==> src/rtl/qpsk_frame_deframer.sv <==
// Purpose : hunts a 2-bit QPSK symbol stream for a sync word, then packs
//           PAYLOAD_BYTES payload bytes (4 symbols per byte, MSB-first).
// Latency : byte_valid rises 1 cycle after the 4th symbol of a byte is presented.
// Backpr. : single-entry output slot; a completed byte with the slot still full and
//           not draining is dropped and flagged on overflow / overflow_sticky.
//
// Ports:
//   CLOCK_256       system clock, rising edge
//   reset           synchronous, active-high
//   sym_valid       sym_in carries a symbol this cycle
//   sym_in[1:0]     demodulated symbol (demod_bits[1:0])
//   byte_out[7:0]   assembled payload byte
//   byte_valid      byte_out holds an unconsumed byte
//   byte_ready      consumer takes byte_out when byte_valid && byte_ready
//   frame_start     1-cycle pulse: sync word detected
//   frame_done      1-cycle pulse: last payload symbol received
//   overflow        1-cycle pulse: completed byte dropped
//   overflow_sticky set by any overflow, cleared only by reset
module qpsk_frame_deframer #(
  parameter logic [7:0]  SYNC_WORD     = 8'hA5,
  parameter int unsigned PAYLOAD_BYTES = 4
) (
  input  logic       CLOCK_256,
  input  logic       reset,
  input  logic       sym_valid,
  input  logic [1:0] sym_in,
  output logic [7:0] byte_out,
  output logic       byte_valid,
  input  logic       byte_ready,
  output logic       frame_start,
  output logic       frame_done,
  output logic       overflow,
  output logic       overflow_sticky
);

  typedef enum logic {
    HUNT    = 1'b0,
    PAYLOAD = 1'b1
  } state_t;

  // Index of the final payload byte, compared against the pre-increment count.
  localparam logic [7:0] LAST_IDX = 8'(PAYLOAD_BYTES - 1);

  state_t     state;
  state_t     state_nxt;

  // Only the six most recent bits need storing; the newest symbol is
  // concatenated combinationally to form the full 8-bit candidate.
  logic [5:0] sync_sr;
  logic [2:0] hunt_cnt;
  logic [5:0] asm_sr;
  logic [1:0] sym_cnt;
  logic [7:0] byte_cnt;

  logic [7:0] sync_cand;
  logic [7:0] byte_cand;

  logic       sync_hit;
  logic       byte_cmpl;
  logic       last_byte;
  logic       byte_load;
  logic       byte_drop;
  logic       drain;

  assign sync_cand = {sync_sr, sym_in};
  assign byte_cand = {asm_sr, sym_in};

  // ------------------------------------------------------------------
  // State register
  // ------------------------------------------------------------------
  always_ff @(posedge CLOCK_256) begin
    if (reset) begin
      state <= HUNT;
    end else begin
      state <= state_nxt;
    end
  end

  // ------------------------------------------------------------------
  // Next-state logic
  // ------------------------------------------------------------------
  always_comb begin
    state_nxt = state;
    case (state)
      HUNT: begin
        if (sync_hit) begin
          state_nxt = PAYLOAD;
        end
      end
      PAYLOAD: begin
        if (last_byte) begin
          state_nxt = HUNT;
        end
      end
      default: state_nxt = HUNT;
    endcase
  end

  // ------------------------------------------------------------------
  // Output / control decode
  // ------------------------------------------------------------------
  always_comb begin
    sync_hit  = 1'b0;
    byte_cmpl = 1'b0;
    last_byte = 1'b0;
    byte_load = 1'b0;
    byte_drop = 1'b0;
    drain     = byte_valid && byte_ready;
    case (state)
      HUNT: begin
        // hunt_cnt >= 3 means at least three symbols precede this one since
        // entering HUNT, so a cleared shift register can never fake a match.
        sync_hit = sym_valid && (sync_cand == SYNC_WORD) && (hunt_cnt >= 3'd3);
      end
      PAYLOAD: begin
        byte_cmpl = sym_valid && (sym_cnt == 2'd3);
        last_byte = byte_cmpl && (byte_cnt == LAST_IDX);
        // The slot is free if empty or being drained at this very edge.
        byte_load = byte_cmpl && (!byte_valid || byte_ready);
        byte_drop = byte_cmpl && byte_valid && !byte_ready;
      end
      default: begin
        sync_hit = 1'b0;
      end
    endcase
  end

  // ------------------------------------------------------------------
  // Sync hunting datapath
  // ------------------------------------------------------------------
  always_ff @(posedge CLOCK_256) begin
    if (reset) begin
      sync_sr  <= '0;
      hunt_cnt <= '0;
    end else if (state == HUNT) begin
      if (sym_valid) begin
        sync_sr <= sync_cand[5:0];
        if (hunt_cnt != 3'd4) begin
          hunt_cnt <= hunt_cnt + 3'd1;
        end
      end
    end else if (last_byte) begin
      // Fresh hunt after each frame: no reuse of pre-frame history.
      sync_sr  <= '0;
      hunt_cnt <= '0;
    end
  end

  // ------------------------------------------------------------------
  // Payload assembly datapath
  // ------------------------------------------------------------------
  always_ff @(posedge CLOCK_256) begin
    if (reset) begin
      asm_sr   <= '0;
      sym_cnt  <= '0;
      byte_cnt <= '0;
    end else if (sync_hit) begin
      sym_cnt  <= '0;
      byte_cnt <= '0;
    end else if ((state == PAYLOAD) && sym_valid) begin
      asm_sr  <= byte_cand[5:0];
      sym_cnt <= sym_cnt + 2'd1;
      // Counts delivered and dropped bytes alike so frame length is fixed.
      if (byte_cmpl) begin
        byte_cnt <= byte_cnt + 8'd1;
      end
    end
  end

  // ------------------------------------------------------------------
  // Output slot and status pulses
  // ------------------------------------------------------------------
  always_ff @(posedge CLOCK_256) begin
    if (reset) begin
      byte_out        <= '0;
      byte_valid      <= 1'b0;
      frame_start     <= 1'b0;
      frame_done      <= 1'b0;
      overflow        <= 1'b0;
      overflow_sticky <= 1'b0;
    end else begin
      frame_start <= sync_hit;
      frame_done  <= last_byte;
      overflow    <= byte_drop;
      if (byte_drop) begin
        overflow_sticky <= 1'b1;
      end
      if (byte_load) begin
        // Covers load-and-drain in one cycle: new byte replaces the old one.
        byte_out   <= byte_cand;
        byte_valid <= 1'b1;
      end else if (drain) begin
        byte_valid <= 1'b0;
      end
    end
  end

endmodule

==> config.mk <==
export PLATFORM = sky130hd
export DESIGN_NAME = qpsk_frame_deframer
export DESIGN_NICKNAME = d
export VERILOG_FILES = /design/src/rtl/qpsk_frame_deframer.sv
export SDC_FILE = /design/constraint.sdc
export NUM_CORES = 1
export LEC_CHECK = 0
export BUFFER_PORTS_ARGS = -buffer_cell sky130_fd_sc_hd__buf_2
export CORE_AREA = 2 2 78 80
export DETAILED_ROUTE_END_ITERATION = 6
export DIE_AREA = 0 0 80 82
export PLACE_DENSITY = 0.59
export SYNTH_ARGS = -nofsm -noshare
export SYNTH_HDL_FRONTEND = slang
export SYNTH_SLANG_ARGS = --single-unit
==> constraint.sdc <==
create_clock -name CLOCK_256 -period 1.59 [get_ports CLOCK_256]
set_clock_uncertainty 0.1 [all_clocks]
set_input_delay 0.318 -clock CLOCK_256 [delete_from_list [all_inputs] [get_ports CLOCK_256]]
set_output_delay 0.318 -clock CLOCK_256 [all_outputs]
set_load 0.1 [all_outputs]
* After elaboration in Yosys (flattened, before gate mapping)
Index checks and enable logic that the tools add are counted.
** Word-level totals
- Register bits after elaboration :: 39
- Logic and storage cells :: 60
- Output and inout bits :: 13
- Input port bits :: 6
** Operators by class
- Magnitude comparators :: 1
- Eq/ne operators :: 5
- Muxes and demuxes :: 17
- Reduce and logical (&&, ||, !) cells :: 20
- Bitwise operators :: 2
- $add $sub $neg :: 3
** Operator list (number)
- 6-bit 2-to-1 mux :: 3
- 3-bit 2-to-1 mux :: 4
- 1-bit logical AND :: 9
- 1-bit 2-to-1 mux :: 9
- 8-bit by 1-bit adder with 8-bit output (second input constant) :: 1
- 8-bit by 2-bit == test with 1-bit output (second input constant) :: 1
- 8-bit == test (second input constant) :: 1
- 2-bit AND reduction :: 3
- 2-bit nonzero test :: 3
- 3-bit by 1-bit adder with 3-bit output (second input constant) :: 1
- 3-bit by 2-bit greater-or-equal comparator with 1-bit output (second input constant) :: 1
- 3-bit inequality test (second input constant) :: 1
- 3-bit AND reduction :: 1
- 2-bit by 1-bit adder with 2-bit output (second input constant) :: 1
- 2-bit == test (second input constant) :: 1
- 1-bit zero test :: 2
- 2-bit by 1-bit inequality test with 1-bit output (second input constant) :: 1
- 1-bit inverter :: 2
- 1-bit one-hot mux with 2 select lines :: 1
- 2-bit OR reduction :: 1
- 1-bit logical OR :: 1

* Depth between registers and ports, before layout
Gate-level depths: netlist of the first run.
- Depth in word-level cells :: 6
- Depth in mapped cells :: 5
- Depth with buffers taken out :: 5

* Least setup slack after synthesis of the first run
Ideal clock, no wire load.
- Path type :: register -> register
- Start :: register byte_valid
- End :: register byte_out[0]
- Slack :: -162 ps
- Arrival :: 1581 ps
- Required time :: 1419 ps
- Stages on the path, launching flop included :: 4
- Clock period less this slack :: 1752 ps
- Buffers on the path :: 0
- Library setup time :: 71 ps
- Path through :: dfxtp_1 > nor2b_1 > o21ai_0 > a21oi_1
** On the way
- Word-level cells in the longest chain between the ends :: 4
** RTL lines
- start, declared :: line 28 : output logic byte_valid,
- start signal, assigned :: line 176 : byte_valid <= 1'b0;
- start signal, assigned :: line 191 : byte_valid <= 1'b1;
- start signal, assigned :: line 193 : byte_valid <= 1'b0;
- 1-bit zero test :: line 119 : byte_load = byte_cmpl && (!byte_valid || byte_ready);
- 1-bit logical OR :: line 119
- 1-bit logical AND :: line 119
- 1-bit 2-to-1 mux :: line 109 : case (state)
- end signal, assigned :: line 190 : byte_out <= byte_cand;
- end, declared :: line 27 : output logic [7:0] byte_out,
Every way passes these cells.
A chain may end at the register's enable or synchronous reset.

* Worst setup path after layout of the first run
- Start :: register byte_cnt[5]
- End :: register hunt_cnt[1]
** On the way
- Word-level cells in the longest chain between the ends :: 5
** RTL lines
- start, declared :: line 53 : logic [7:0] byte_cnt;
- start signal, assigned :: line 165 : byte_cnt <= byte_cnt + 8'd1;
- 8-bit by 2-bit == test with 1-bit output :: line 117 : last_byte = byte_cmpl && (byte_cnt == LAST_IDX);
- 1-bit logical AND :: line 117
- 1-bit 2-to-1 mux :: line 109
- 2-bit by 1-bit inequality test with 1-bit output (no line)
- 3-bit AND reduction (no line)
- end signal, assigned :: line 139 : hunt_cnt <= hunt_cnt + 3'd1;
- end, declared :: line 50 : logic [2:0] hunt_cnt;
Every way passes these cells.

==> results of run 1 <==
[state kept, by name (all words and copies together), names as in the netlist]
name and flops:
asm_sr 6, byte_cnt 8, byte_out 8, byte_valid 1, frame_done 1, frame_start 1, hunt_cnt 3, overflow 1
overflow_sticky 1, state 1, sym_cnt 2, sync_sr 6
[cells in the mapped netlist (2+ instances only)]
| library cell | instances | area share, % |
|---|---|---|
| o31ai_1 | 2 | 0.91 |
| nor3_1 | 2 | 0.61 |
| a211oi_1 | 4 | 1.8 |
| nor2_1 | 4 | 0.91 |
| o21ai_0 | 11 | 3.3 |
| xnor2_1 | 2 | 1.1 |
| nand3b_1 | 2 | 0.91 |
| ha_1 | 5 | 3.8 |
| and3_1 | 3 | 1.1 |
| nand2_1 | 25 | 5.7 |
| a311oi_1 | 6 | 3.2 |
| clkbuf_1 | 9 | 2.0 |
| nand4_1 | 3 | 1.1 |
| dfxtp_1 | 39 | 47 |
| a21oi_1 | 32 | 9.7 |
| or4_1 | 3 | 1.4 |
| nand3_1 | 10 | 3.0 |
| or3_1 | 4 | 1.5 |
| inv_1 | 6 | 1.4 |
| nor2b_1 | 3 | 1.1 |
[power by group through the flow]
stage	sequential [mW]	combinational, mW	clock, mW
floorplan	1.01	0.0560	0
global placement	1.01	0.0996	0
detailed placement	1.01	0.101	0
CTS	0.990	0.110	0.676
global route	0.992	0.124	0.719
finish	0.990	0.113	0.663
[area by class of cell]
cell class / instances / area share (%)
Multi-Input combinational cell: 133 / 40.3
Sequential cell: 39 / 36.0
Timing Repair Buffer: 47 / 14.6
Tap cell: 75 / 4.29
Clock buffer: 6 / 3.32
Inverter: 6 / 1.03
Clock inverter: 2 / 0.572
[logic make-up (layout without fill, tap and decap cells)]
logic type,after synthesis,after routing
compound gates,60,60
xor+xnor,3,3
fa+ha+maj,5,5
buf+inv,17,61
flops,39,39
simple gates,65,65
[through the flow]
stage,hold WS [ns],std cells
finish,0.249,308
floorplan,0.337,189
detailed placement,0.342,297
global placement,0.340,297
global route,0.243,308
CTS,0.209,307
[layout by cell type (no fill, tap or decap), types with 4 or more instances in the layout]
master    count
clkbuf_8      5
a21oi_2       4
dfxtp_1      34
nand2_1      25
dfxtp_2       5
buf_4        26
ha_1          5
nand3_1       9
inv_1         6
a21oi_1      28
o21ai_0      11
a311oi_1      6
buf_2        18
[repair_timing]
action / in CTS / in global routing
resized for setup: 12 / 9
cloned: 1 / 0
hold buffers: 0 / 0
setup endpoints to repair: 21 / 17
buffers inserted: 1 / 1
pin swaps: 4 / 2
[final timing paths]
kind	startpoint	to	slack, ns	cells after the start
worst min-delay path	reset	asm_sr[4]$_SDFFE_PP0P_	0.25	2
worst min register to register	overflow_sticky$_SDFFE_PP0P_	overflow_sticky$_SDFFE_PP0P_	0.35	1
worst max-delay path	byte_cnt[5]$_SDFFE_PP0P_	hunt_cnt[1]$_SDFFE_PP0P_	-0.09	3
worst max register to register	byte_cnt[5]$_SDFFE_PP0P_	hunt_cnt[1]$_SDFFE_PP0P_	-0.09	3
[metal layers]
metal  GRT usage [%]  wire length [µm]  vias to the layer above
met1            15.4              1850                      715
met5               0                 0                        -
met2            20.4              1870                       23
met4            3.56                46                        0
met3            3.74               132                        5
li1                -                 -                      770
==> summary.md, run 1 <==
| Metric | Value |
|---|---|
| Status | complete, but fails checks |
| Violated checks | negative setup slack |
| Worst path buffer plus inverter count | 0 |
| Sequential share of power | 56.1% |
| Critical path's top delay family | simple AND/OR/NAND/NOR gates |
| Post-Synth Adder-Cell Area | 3.79% |
| Initial Utilization | 28.7% |
| Required time worst endpoint | 1.67 ns |
| DRC violations left | 0 |
| Rows | 28 |
| Sinks on Clock Net | 39 |
| Utilization after layout | 38.1% |
| Filler cell count | 628 |
| #FFs+latches synth | 39 |
| Total track usage | 12.3% |
| Post-synthesis mux area share | 0% |
| Avg WL per Cell | 12.6 µm |
| Synth cell types | 34 |
| Layout area overhead | 32.6% |
| Antenna cells | 0 |
| Vias per Instance | 4.91 |
| Global-route wire length before repair | 6.31 mm |
| Nets | 243 |
| Iteration count of the initial detailed-routing pass | 4 |
| Final Setup Violations | 17 |
| Layout cells sized above 1 | 33.0% |
| Area after DPL | 2000 µm² |
| Post-DP HPWL | 2.73 mm |
| Fin area | 2190 µm² |
| Max-Cap Viols | 0 |
| Critical path class | reg2reg |
| Worst setup margin | -0.0922 ns |
| Setup crit end kind | flop |
| HP Class | in2reg |
| Final min period | 1.68 ns |
| Clock root buffer | clkbuf_8 |
| Post-synthesis net count | 200 |
| Max incr delay on CP | 0.54 ns |
| Tcrit/Tclk final | 106% |
| Inserted Clock Buffers | 5 |
| Comb pwr share | 6.4% |
| Synth Area in Simple Gates | 20.5% |
| CP arrival | 1.77 ns |
| Sw frac | 24.1% |
| Mapped Area | 1650 µm² |
| CP max-delay cell | or4_4 |
| Clk_lat worst skew | 0.29 ns |
| Clock Pin Slew Worst Setup and Hold Paths | 0.08 ns |
| Area of the multi-input gates | 881 µm² |
| DR vias | 1513 |
| Cell-by-cell trace of the critical path | or4_4 > or3_4 > o221a_1 |
| Port bufs | 18 |
| Die width | 80 µm |
| Worst slew pin tran | 0.480 ns |
| # IOs | 19 |
| FF+latch area | 787 µm² |
| CORE AREA | 5750 µm² |
| RD Place Congestion | 0.743 |
| GRT overflow | 0 |
| Rel. slew slack | 67.9% |
| P_int | 1.34 mW |
| Hold Violations, Final | 0 |
| Dpl ws | -0.170 ns |
| Xor/xnor cell area share of the yosys netlist | 1.59% |
| Routed WL | 3.90 mm |
| Fmax | 594 MHz |
| Synth Flop Type | dfxtp_1 |
| CTS tree | yes |
| Die area | 6560 µm² |
| Async S/R FF share, synth | 0% |
| Complex-gate fraction of the synthesized area | 22.9% |
| Largest family of logic cells by synthesized area | compound AO/OA/AOI/OAI gates |
| Psw | 426 µW |
| CP startpoint kind | flop |
| Vias in the first global route | 1370 |
| CTS H-tree depth | 2 |
| Avg Cell Area, Syn | 8.73 µm² |
| Slew Viols, Final | 0 |
| Clock network power share | 37.5% |
| CTS max path bufs | 2 |
| DRT iter0 DRCs | 50 |
| Critical-path maximum fanout | 3 |
| VDD IR max | 0.000466 V |
| Pleak | 0.844 nW |
| EDFF count, synth | 0 |
| PwrDens | 807 nW/µm² |
| Cells after synthesis | 189 |
| DRT antenna net count | 0 |
| Syn. warnings | 0 |
| Sequential share of the synthesized area | 47.3% |
| Die height | 82 µm |
| Initial antenna violation count | 0 |
| RSZ-0062 raised after global routing | yes |
| Final TNS setup | -0.626 ns |
| Largest net degree at the start of global routing | 13 |
| Power Total | 1.77 mW |
Note: power is estimated with default switching activity, not from simulation.
==> run 2: changes to the inputs <==
==> constraint.sdc (replaced) <==
create_clock -name CLOCK_256 -period 1.4 [get_ports CLOCK_256]
set_clock_uncertainty 0.1 [all_clocks]
set_input_delay 0.28 -clock CLOCK_256 [delete_from_list [all_inputs] [get_ports CLOCK_256]]
set_output_delay 0.28 -clock CLOCK_256 [all_outputs]
set_load 0.1 [all_outputs]
==> run 2 against run 1 <==
Combinational power up 49%. Utilization grew 9.3 points. Total power rose by 36%. Sequential power up 13%. Non-clock buffer count grew 16. The flow still finishes with violations (negative setup slack). Largest cell class unchanged.
==> summary.md, run 2 (synthesized netlist as in run 1, its figures left out) <==
| Metric | Value |
|---|---|
| Power Total | 2.39 mW |
| Max-Cap Viols | 0 |
| Worst setup margin | -0.254 ns |
| DRC violations left | 0 |
| Tcrit/Tclk final | 118% |
| Regs by FF count | byte_cnt: 8 flops, byte_out: 8 flops |
| Filler cell count | 537 |
| Port bufs | 18 |
| Total track usage | 14.1% |
| DRT antenna net count | 0 |
| Vias per Instance | 4.92 |
| Cts hold-fix bufs | 0 |
| Final Setup Violations | 22 |
| Nets | 259 |
| Pleak | 1.01 nW |
| FF-to-FF setup slack | -0.25 ns |
| Vias in the first global route | 1568 |
| Clk_lat worst skew | 0.29 ns |
| CP arrival | 1.74 ns |
| Clock Pin Slew Worst Setup and Hold Paths | 0.08 ns |
| Commonest non-fill, non-tap cell in the layout | buf_4 |
| Rows | 28 |
| CORE AREA | 5750 µm² |
| Sinks on Clock Net | 39 |
| Setup crit end kind | flop |
| Largest net degree at the start of global routing | 16 |
| Die area | 6560 µm² |
| Layout cells sized above 1 | 47.8% |
| DRT iter0 DRCs | 103 |
| HP Class | in2reg |
| Clock root buffer | clkbuf_8 |
| Inserted Clock Buffers | 5 |
| # IOs | 19 |
| Fmax | 605 MHz |
| Violated checks | negative setup slack |
| Global-route wire length before repair | 7.13 mm |
| Layout area overhead | 65.0% |
| Critical path class | reg2reg |
| Initial antenna violation count | 0 |
| VDD IR max | 0.000437 V |
| Post-DP HPWL | 2.90 mm |
| Final min period | 1.65 ns |
| CP startpoint kind | flop |
| Required time worst endpoint | 1.49 ns |
| CTS max path bufs | 2 |
| Worst slew pin tran | 0.346 ns |
| Avg WL per Cell | 13.1 µm |
| RSZ-0062 raised after global routing | yes |
| Most frequent cells in the layout | buf_4, nand2_1, a21oi_1 |
| Dpl ws | -0.298 ns |
| DR vias | 1594 |
| RD Place Congestion | 0.819 |
| Iteration count of the initial detailed-routing pass | 4 |
| GRT overflow | 0 |
| Rel. slew slack | 76.6% |
| Slew Viols, Final | 0 |
| Initial Utilization | 28.7% |
| CTS tree | yes |
| PwrDens | 879 nW/µm² |
| Hold Violations, Final | 0 |
| Antenna cells | 0 |
| Die height | 82 µm |
| CTS H-tree depth | 2 |
| Critical-path maximum fanout | 3 |
| Die width | 80 µm |
| Routed WL | 4.26 mm |
| Status | complete, but fails checks |
-- run 2: cell count changes in the layout (fill, tap and decap cells not counted), moves of 10 or more --
cell	previous run	this run
dfxtp_1	34	23
buf_4	26	39
buf_12	0	15
buf_2	18	5
dfxtp_2	5	15
-- run 2: worst paths after layout --
path                                                 end                     start  cells after the start
worst max-delay path            hunt_cnt[1]$_SDFFE_PP0P_  byte_cnt[5]$_SDFFE_PP0P_                      3
worst min-delay path                 overflow$_SDFF_PP0_                     reset                      3
worst max register to register  hunt_cnt[1]$_SDFFE_PP0P_  byte_cnt[5]$_SDFFE_PP0P_                      3
worst min register to register  byte_out[6]$_SDFFE_PP0P_    asm_sr[4]$_SDFFE_PP0P_                      2
-- run 2: area by class of cell --
type	count	area (µm²)	share of cell area (%)
inverters	6	25.0	0.919
well taps	75	93.8	3.45
clock inverters	2	60.1	2.20
multi-input cells	133	988	36.3
repair buffers	63	681	25.0
clock buffers	6	72.6	2.66
flip-flops and latches	39	803	29.5
-- run 2: routing by layer --
metal | track usage, % | share of wire [%] | vias up
met5 | 0 | 0 | -
met4 | 7.63 | 2.7 | 0
met3 | 2.42 | 3.4 | 9
met2 | 23.5 | 50 | 24
met1 | 17.3 | 44 | 759
li1 | - | - | 802
-- run 2: report_power, final --
| part | switching, mW | internal [mW] |
|---|---|---|
| clock network | 0.390 | 0.713 |
| registers | 0.00662 | 1.12 |
| logic | 0.0900 | 0.0781 |
| total | 0.487 | 1.91 |
-- run 2: worst max-delay path: stages, from the launching register on --
cell and delay [ns]:
dfxtp_2 0.32, or4_4 0.55, or3_4 0.35, o221a_1 0.24
-- run 2: timing repair --
action                                  CTS  global route
gates resized for setup                  32            17
pin swaps                                16             6
cloned                                    1             1
endpoints found under the setup margin   32            25
buffers inserted                          3             3
-- run 2: through the flow --
stage | cell area [µm²] | hold WS (ns) | utilization, % | cells | TNS, ns
3_3_place_gp | 2340 | 0.345 | 40.7 | 310 | -3.26
6_report | 2720 | 0.257 | 47.4 | 324 | -3.36
3_5_place_dp | 2340 | 0.351 | 40.7 | 310 | -4.01
5_1_grt | 2720 | 0.264 | 47.4 | 324 | -4.49
2_1_floorplan | 1680 | 0.316 | - | 189 | -2.75
4_1_cts | 2630 | 0.254 | 45.7 | 320 | -3.94
==> run 3: changes to the inputs <==
--- a/config.mk
+++ b/config.mk
@@ -6,10 +6,10 @@
 export NUM_CORES = 1
 export LEC_CHECK = 0
 export BUFFER_PORTS_ARGS = -buffer_cell sky130_fd_sc_hd__buf_2
-export CORE_AREA = 2 2 78 80
+export CORE_AREA = 2 2 60 62
 export DETAILED_ROUTE_END_ITERATION = 6
-export DIE_AREA = 0 0 80 82
-export PLACE_DENSITY = 0.59
+export DIE_AREA = 0 0 62 64
+export PLACE_DENSITY = 0.85
 export SYNTH_ARGS = -nofsm -noshare
 export SYNTH_HDL_FRONTEND = slang
 export SYNTH_SLANG_ARGS = --single-unit
==> run 3 against run 2 <==
Global-route usage rose by 16 points. Count of clock-buffer cells in the layout fell by 1. Total power fell by 5.5%. The run still ends with negative setup slack left. Maximum frequency fell by 2.1%. Critical path depth did not move. Highest routed layer unchanged. Critical path type unchanged. Register-to-register slack got worse by 0.04 ns. Utilization rose by 31 points. Routed wire length rose by 28%.
==> summary.md, run 3 (synthesized netlist as in run 1, its figures left out) <==
| Metric | Value |
|---|---|
| FF-to-FF setup slack | -0.29 ns |
| Final hold slack | 0.156 ns |
| DRC violations left | 0 |
| Initial Utilization | 50.2% |
| Psw | 511 µW |
| Iteration count of the initial detailed-routing pass | 4 |
| Fmax | 592 MHz |
| DRT antenna net count | 0 |
| Pleak | 0.929 nW |
| Total track usage | 29.7% |
| DR vias | 1779 |
| Clock Pin Slew Worst Setup and Hold Paths | 0.12 ns |
| Fin area | 2560 µm² |
| Violated checks | negative setup slack |
| Critical-path maximum fanout | 3 |
| Power Total | 2.26 mW |
| Most frequent cells in the layout | buf_4, nand2_1, a21oi_1 |
| Worst slew pin tran | 0.390 ns |
| Die width | 62 µm |
| Utilization after layout | 78.1% |
| CP startpoint kind | flop |
| Post-DP HPWL | 2.90 mm |
| Crit path to | hunt_cnt[1]$_SDFFE_PP0P_ |
| # IOs | 19 |
| Max-Cap Viols | 0 |
| Rows | 21 |
| Regs by FF count | byte_cnt: 8 flops, byte_out: 8 flops |
| CTS max path bufs | 2 |
| Worst r2r path cells | 3 |
| RD Place Congestion | 0.815 |
| Area after DPL | 2240 µm² |
| Largest net degree at the start of global routing | 14 |
| VDD IR max | 0.000612 V |
| Nets | 251 |
| Rel. slew slack | 74.0% |
| Global-route wire length before repair | 8.56 mm |
| Antenna cells | 0 |
| Required time worst endpoint | 1.57 ns |
| Clock network power share | 42.3% |
| FF-to-FF End | hunt_cnt[1]$_SDFFE_PP0P_ |
| Port bufs | 18 |
| Sinks on Clock Net | 39 |
| Commonest non-fill, non-tap cell in the layout | buf_4 |
| RSZ-0062 raised after global routing | yes |
| Reg2reg start | byte_cnt[5]$_SDFFE_PP0P_ |
| Sequential share of power | 49.6% |
| Inserted Clock Buffers | 5 |
| Vias per Instance | 6.20 |
| Comb pwr share | 8.0% |
| GRT overflow | 0 |
| PwrDens | 883 nW/µm² |
| Sw frac | 22.6% |
| Critical path class | reg2reg |
| Final Setup Violations | 22 |
| Post-Place Cells | 277 |
| Non-filler instance count after layout | 287 |
| Routed WL | 5.47 mm |
| Filler cell count | 193 |
| Final min period | 1.69 ns |
| Vias in the first global route | 1744 |
| CORE AREA | 3280 µm² |
| Setup crit end kind | flop |
| DRT iter0 DRCs | 186 |
| P_int | 1.75 mW |
| Clk_lat worst skew | 0.37 ns |
| Avg WL per Cell | 19.0 µm |
| Hold Violations, Final | 0 |
| HP Class | in2reg |
| Status | complete, but fails checks |
| Tcrit/Tclk final | 121% |
| Layout cells sized above 1 | 47.7% |
| Slew Viols, Final | 0 |
| CTS H-tree depth | 2 |
| Layout area overhead | 55.3% |
| Initial antenna violation count | 0 |
| Worst setup margin | -0.289 ns |
| Die area | 3970 µm² |
| CP arrival | 1.86 ns |
| Clock root buffer | clkbuf_4 |
| CP startpoint | byte_cnt[5]$_SDFFE_PP0P_ |
| Die height | 64 µm |
| CTS tree | yes |
run 3: cell count changes in the layout (fill, tap and decap cells not counted), sizes merged:
cell and change:
clkinvlp +1, buf -7, clkbuf -2
run 3: metrics by stage:
| step | TNS [ns] | setup WS (ns) |
|---|---|---|
| 2_1_floorplan | -2.75 | -0.244 |
| 3_3_place_gp | -3.16 | -0.238 |
| 3_5_place_dp | -3.92 | -0.264 |
| 4_1_cts | -3.43 | -0.276 |
| 5_1_grt | -5.10 | -0.309 |
| 6_report | -4.31 | -0.289 |
run 3: area by class of cell:
cell class | instances | area, µm² | share of cell area (%)
flip-flops and latches | 39 | 810 | 31.6
clock buffers | 5 | 37.5 | 1.46
multi-input cells | 133 | 985 | 38.4
inverters | 6 | 25.0 | 0.976
repair buffers | 55 | 582 | 22.7
well taps | 46 | 57.6 | 2.24
clock inverters | 3 | 67.6 | 2.64
run 3: power groups by stage:
stage / Clock [mW] / Sequential [mW] / Combinational (mW)
after global placement: 0 / 1.15 / 0.124
after CTS: 0.954 / 1.12 / 0.151
after global routing: 1.00 / 1.12 / 0.192
after detailed placement: 0 / 1.15 / 0.130
final: 0.958 / 1.12 / 0.182
after floorplan: 0 / 1.15 / 0.0641
run 3: timing repair:
item,4_1_cts,5_1_grt
endpoints found under the setup margin,32,31
gates resized for setup,32,23
pin swaps,13,6
hold buffers,0,0
setup buffers,2,1
cloned,1,0
run 3: metal layers:
layer | wire length [µm] | global-route usage [%]
met2 | 2650 | 45.7
met1 | 2060 | 35.1
met4 | 335 | 19.1
met3 | 425 | 7.89
met5 | 0 | 0
run 3: how the worst min path moves through the flow:
stage                            from  depth (start not counted)  slack, ns                  endpoint
6_report                        reset                          2       0.16  hunt_cnt[0]$_SDFFE_PP0P_
5_1_grt                         reset                          2       0.15    frame_start$_SDFF_PP0_
4_1_cts                         reset                          2       0.11    frame_start$_SDFF_PP0_
3_5_place_dp   asm_sr[5]$_SDFFE_PP0P_                          2       0.35    asm_sr[5]$_SDFFE_PP0P_
3_3_place_gp   asm_sr[4]$_SDFFE_PP0P_                          2       0.34    asm_sr[4]$_SDFFE_PP0P_
2_1_floorplan               sym_in[0]                          2       0.32    asm_sr[0]$_SDFFE_PP0P_
run 3: worst max-delay path: stages (launching register included):
cell,delay [ns]
dfxtp_2,0.34
or4_4,0.57
or3_4,0.35
o221a_1,0.25
